<file path="src/rtl/ysyx_idu_ibuf.sv">
// ysyx_idu_ibuf: circular instruction buffer between IFU and decoder.
// Optional same-cycle bypass when empty: define YSYX_IBUF_BYPASS_EN.
`ifndef YSYX_XLEN
`define YSYX_XLEN 32
`endif

module ysyx_idu_ibuf #(
    parameter int XLEN  = `YSYX_XLEN,
    parameter int DEPTH = 4
) (
    input  logic                         clock,
    input  logic                         reset,
    input  logic                         flush,
    input  logic                         prev_valid,
    output logic                         out_ready,
    input  logic [31:0]                  inst,
    input  logic [XLEN-1:0]              pc,
    input  logic [XLEN-1:0]              pnpc,
    input  logic                         fault,
    output logic                         out_valid,
    input  logic                         next_ready,
    output logic [31:0]                  out_inst,
    output logic [XLEN-1:0]              out_pc,
    output logic [XLEN-1:0]              out_pnpc,
    output logic                         out_fault,
    output logic [$clog2(DEPTH+1)-1:0]   count
);

    localparam int AW = $clog2(DEPTH);
    localparam int CW = $clog2(DEPTH+1);

    typedef struct packed {
        logic [31:0]     inst;
        logic [XLEN-1:0] pc;
        logic [XLEN-1:0] pnpc;
        logic            fault;
    } entry_t;

    entry_t        mem [DEPTH];
    entry_t        in_e;
    entry_t        out_e;
    logic [AW-1:0] head;
    logic [AW-1:0] tail;
    logic [CW-1:0] cnt;
    logic [CW-1:0] cnt_nxt;
    logic          rdy_q;
    logic          bypass;
    logic          enq;
    logic          deq;
    logic          wr;
    logic          rd;

    assign in_e = '{inst: inst, pc: pc, pnpc: pnpc, fault: fault};

`ifdef YSYX_IBUF_BYPASS_EN
    assign bypass = (cnt == '0) && prev_valid && !flush;
    assign out_e  = bypass ? in_e : mem[head];
`else
    assign bypass = 1'b0;
    assign out_e  = mem[head];
`endif

    assign out_ready = rdy_q;
    assign out_valid = ((cnt != '0) && !flush) || bypass;
    assign enq       = prev_valid && rdy_q && !flush;
    assign deq       = out_valid && next_ready;
    // A bypassed entry taken the same cycle never touches storage.
    assign wr        = enq && !(bypass && next_ready);
    assign rd        = deq && !bypass;

    assign out_inst  = out_valid ? out_e.inst : 32'd0;
    assign out_fault = out_valid ? out_e.fault : 1'b0;
    assign out_pc    = out_e.pc;
    assign out_pnpc  = out_e.pnpc;
    assign count     = cnt;

    // Next occupancy; flush wins over any handshake.
    always_comb begin
        cnt_nxt = cnt;
        unique case (1'b1)
            flush:                cnt_nxt = '0;
            !flush && wr && !rd:  cnt_nxt = cnt + CW'(1);
            !flush && rd && !wr:  cnt_nxt = cnt - CW'(1);
            default:              cnt_nxt = cnt;
        endcase
    end

    // Pointers, occupancy and the registered ready.
    always_ff @(posedge clock) begin
        if (!reset) begin
            head  <= '0;
            tail  <= '0;
            cnt   <= '0;
            rdy_q <= 1'b1;
        end else begin
            cnt   <= cnt_nxt;
            rdy_q <= (cnt_nxt < CW'(DEPTH));
            if (flush) begin
                head <= '0;
                tail <= '0;
            end else begin
                if (wr) tail <= tail + AW'(1);
                if (rd) head <= head + AW'(1);
            end
        end
    end

    // Entry storage; contents need no reset.
    always_ff @(posedge clock) begin
        if (wr) mem[tail] <= in_e;
    end

    // Overflow and underflow guards.
    always_ff @(posedge clock) begin
        if (reset) begin
            assert (!(enq && cnt == CW'(DEPTH)));
            assert (!(deq && cnt == '0 && !bypass));
        end
    end

endmodule

</file>
<file path="config.mk">
export PLATFORM = sky130hd
export DESIGN_NAME = ysyx_idu_ibuf
export DESIGN_NICKNAME = d
export VERILOG_FILES = /design/src/rtl/ysyx_idu_ibuf.sv
export SDC_FILE = /design/constraint.sdc
export NUM_CORES = 1
export LEC_CHECK = 0
export ABC_AREA = 0
export BUFFER_PORTS_ARGS = -buffer_cell sky130_fd_sc_hd__buf_2
export CORE_ASPECT_RATIO = 1.25
export CORE_MARGIN = 3
export CORE_UTILIZATION = 55
export DETAILED_ROUTE_END_ITERATION = 10
export GPL_TIMING_DRIVEN = 0
export PLACE_DENSITY_LB_ADDON = 0.25
export SYNTH_ARGS = -nofsm -noshare
export SYNTH_HDL_FRONTEND = slang
export SYNTH_SLANG_ARGS = --single-unit
</file>
<file path="constraint.sdc">
create_clock -name clock -period 12.41 [get_ports clock]
set_input_delay 1.241 -clock clock [delete_from_list [all_inputs] [get_ports clock]]
set_output_delay 1.241 -clock clock [all_outputs]
set_load 0.02 [all_outputs]
</file>
==> summary.md <==
| Metric | Value |
|---|---|
| Final number of setup-violating endpoints | `0` |
| HP Class | `register to register` |
| Final core utilization | `0.682` |
| Relative slew slack | `0.315` |
| Crit path top cell by count | `buf_2` |
| Die height | `189 µm` |
| First-pass GRT wire length | `43.4 mm` |
| Area contributors post-synth | `edfxtp_1 79%, mux4_2 15%, nor2b_1 1.4%` |
| Synthesized area | `14800 µm²` |
| Synth Net Count | `715` |
| Layout Skew | `0.0150 ns` |
| Cell leakage power | `6.08 nW` |
| Drt first pass iters | `5` |
| Crit path capture type | `output port` |
| Final hold viol count | `0` |
| Non-Filler Instances | `1265` |
| Yosys Warn Count | `0` |
| Max clock buf depth | `3` |
| Clk root buf | `clkbuf_16` |
| CP Class | `primary input to output port` |
| Post-synth top area cell | `edfxtp_1` |
| Core footprint | `26300 µm²` |
| Placed Cells | `1194` |
| Post-route minimum period | `3.62 ns` |
| Clk_lat worst skew | `0.51 ns` |
| Worst path slowest cell | `nand2b_2` |
| DR iter-0 viols | `372` |
| Layout net count | `1001` |
| Peak supply drop | `146 µV` |
| Total gr overflow | `0` |
| CTS buffer count | `38` |
| Crit path max-delay family | `buffers and inverters` |
| Routed Antenna Nets | `0` |
| TritonCTS clock tree | `done` |
| Share of the synthesized area in the top cell type | `0.789` |
| Cell Pwr Density | `151 nW/µm²` |
| CTS H-Tree Depth | `2` |
| Fin crit share | `0.292` |
| Max Clk Rate | `276 MHz` |
| CP Max Fanout | `10` |
| Synth-to-Final Area Change | `21.2%` |
| Slew Viols, Final | `0` |
| Postcts setup bufs | `0` |
| WL/cell | `22.2 µm` |
| Final wirelength | `28.1 mm` |
| Max_cap viols | `0` |
| Port bufs | `202` |
| Initial Util | `0.562` |
| CP arrival | `2.38 ns` |
| Vias/cell | `5.62` |
| Synthesis-stage register bit count | `398` |
| Crit path largest cell delay | `0.31 ns` |
| Post-cts resize count | `0` |
| Worst-margin pin slew | `1.02 ns` |
| DRC | `0` |
| Vias in the first global route | `7677` |
| Cell Chain, Critical Path | `buf_2 > nand2b_2 > buf_2 > nor2b_1 > buf_2` |
| Std cell rows | `66` |
| Ports | `204` |
| Required @ worst endpoint | `11.17 ns` |
| Final GP Congestion | `0.698` |
| Clk sinks | `398` |
| Startpoint Class | `primary input` |
| Hold-fix buffers at CTS | `0` |
| Via count | `7110` |
| Yosys cell types | `29` |
| Syn avg cell area | `24.3 µm²` |
| Seq/Total Area, Yosys | `0.802` |
| Share of layout cells above drive strength 1 | `0.457` |
| Initial antenna violation count | `4` |
| Gr usage total | `0.195` |
| WP buf/inv | `3` |
| Die width | `153 µm` |
| DP HPWL | `19.9 mm` |
| Status | `finished clean` |
| Pin count of the biggest net entering global routing | `16` |
| Setup_tns | `0 ns` |
| Die Area | `28900 µm²` |
| Syn Inst Count | `608` |
| Clock-pin slew on the worst setup and hold paths | `0.06 ns` |
| RSZ-0062 raised after global routing | `no` |
## logic make-up after synthesis
| group | after synthesis | share of synthesized area |
|---|---|---|
| compound gates | 9 | 0.00424 |
| xor+xnor | 5 | 0.00297 |
| fa+ha+maj | 5 | 0.00474 |
| buf+inv | 33 | 0.0137 |
| mux | 97 | 0.148 |
| simple gates | 61 | 0.0240 |
| flops | 398 | 0.802 |
## worst paths after layout
kind	slack, ns	startpoint	to	cells after the start
worst max-delay path	8.79	flush	out_inst[26]	5
worst min-delay path	0.53	tail[1]	tail[1]	2
worst max register to register	9.91	out_ready	mem[0][64]	6
worst min register to register	0.53	tail[1]	tail[1]	2
## Yosys cell counts (all sizes together)
cell type	n
nand2b	4
xnor2	3
and2	1
nand2	6
a311oi	1
inv	5
a21oi	2
ha	4
a211o	1
or3	3
nor3	1
o31ai	1
o21ai	1
a211oi	1
nor3b	4
nor2	6
dfxtp	10
a21o	1
clkbuf	5
fa	1
nand3	3
o21a	1
edfxtp	388
mux4	97
nor2b	33
buf	23
xor2	2
## registers in the layout (all words and copies together) (netlist names), named ones only
signal,flops
count,2
out_ready,1
tail,2
mem,388
head,2
## metal layers
layer	part of all wire	global-route usage	vias up	routed length [µm]
met5	0.00046	0	-	13
met4	0.025	0.0555	2	689
met3	0.059	0.0414	49	1650
met2	0.56	0.362	225	15800
met1	0.36	0.230	3711	9990
li1	-	-	3123	-
## power breakdown
group          internal (mW)  switching, mW  total, mW
clock                  0.620          0.452       1.07
sequential              1.50        0.00570       1.50
combinational         0.0539         0.0726      0.126
## per-stage QoR
stage	area, µm²	hold WS (ns)	setup slack (ns)	total power [mW]
2_1_floorplan	14800	0.469	3.20	1.60
3_3_place_gp	16200	0.479	-1.96	1.65
3_5_place_dp	16700	0.512	8.79	1.66
4_1_cts	17900	0.521	8.79	2.73
5_1_grt	17900	0.550	8.75	2.79
6_report	17900	0.529	8.79	2.70
## worst reg2reg max path: cells and delay by family, from the launching register on
kind | cells | cell delay [ns]
buffers and inverters | 4 | 0.73
flip-flops | 1 | 0.34
AND/OR/NAND/NOR | 2 | 1.15
## final cells by class
type / instances / area, µm²
inverters: 5 / 18.8
repair buffers: 246 / 1520
multi-input cells: 177 / 2740
well taps: 340 / 425
clock inverters: 18 / 143
fillers: 1675 / 8360
plain buffers: 28 / 184
diodes: 3 / 7.51
flip-flops and latches: 398 / 11900
clock buffers: 50 / 1020
## layout by cell type (no fill, tap or decap), types with 3 or more instances in the layout
cell          n
diode_2       3
dfxtp_1      10
clkinv_1      7
buf_8         6
clkinv_2      5
clkbuf_1     16
nor2b_1      33
xnor2_1       3
buf_2       217
buf_6        44
inv_1         5
nand3_1       3
mux4_2       97
ha_1          4
nor3b_2       4
edfxtp_1    388
clkbuf_16    39
clkinvlp_4    3
nand2b_1      3
or3_1         3
nor2_1        6
nand2_1       6
No activity file was read; power rests on OpenSTA's default activity.
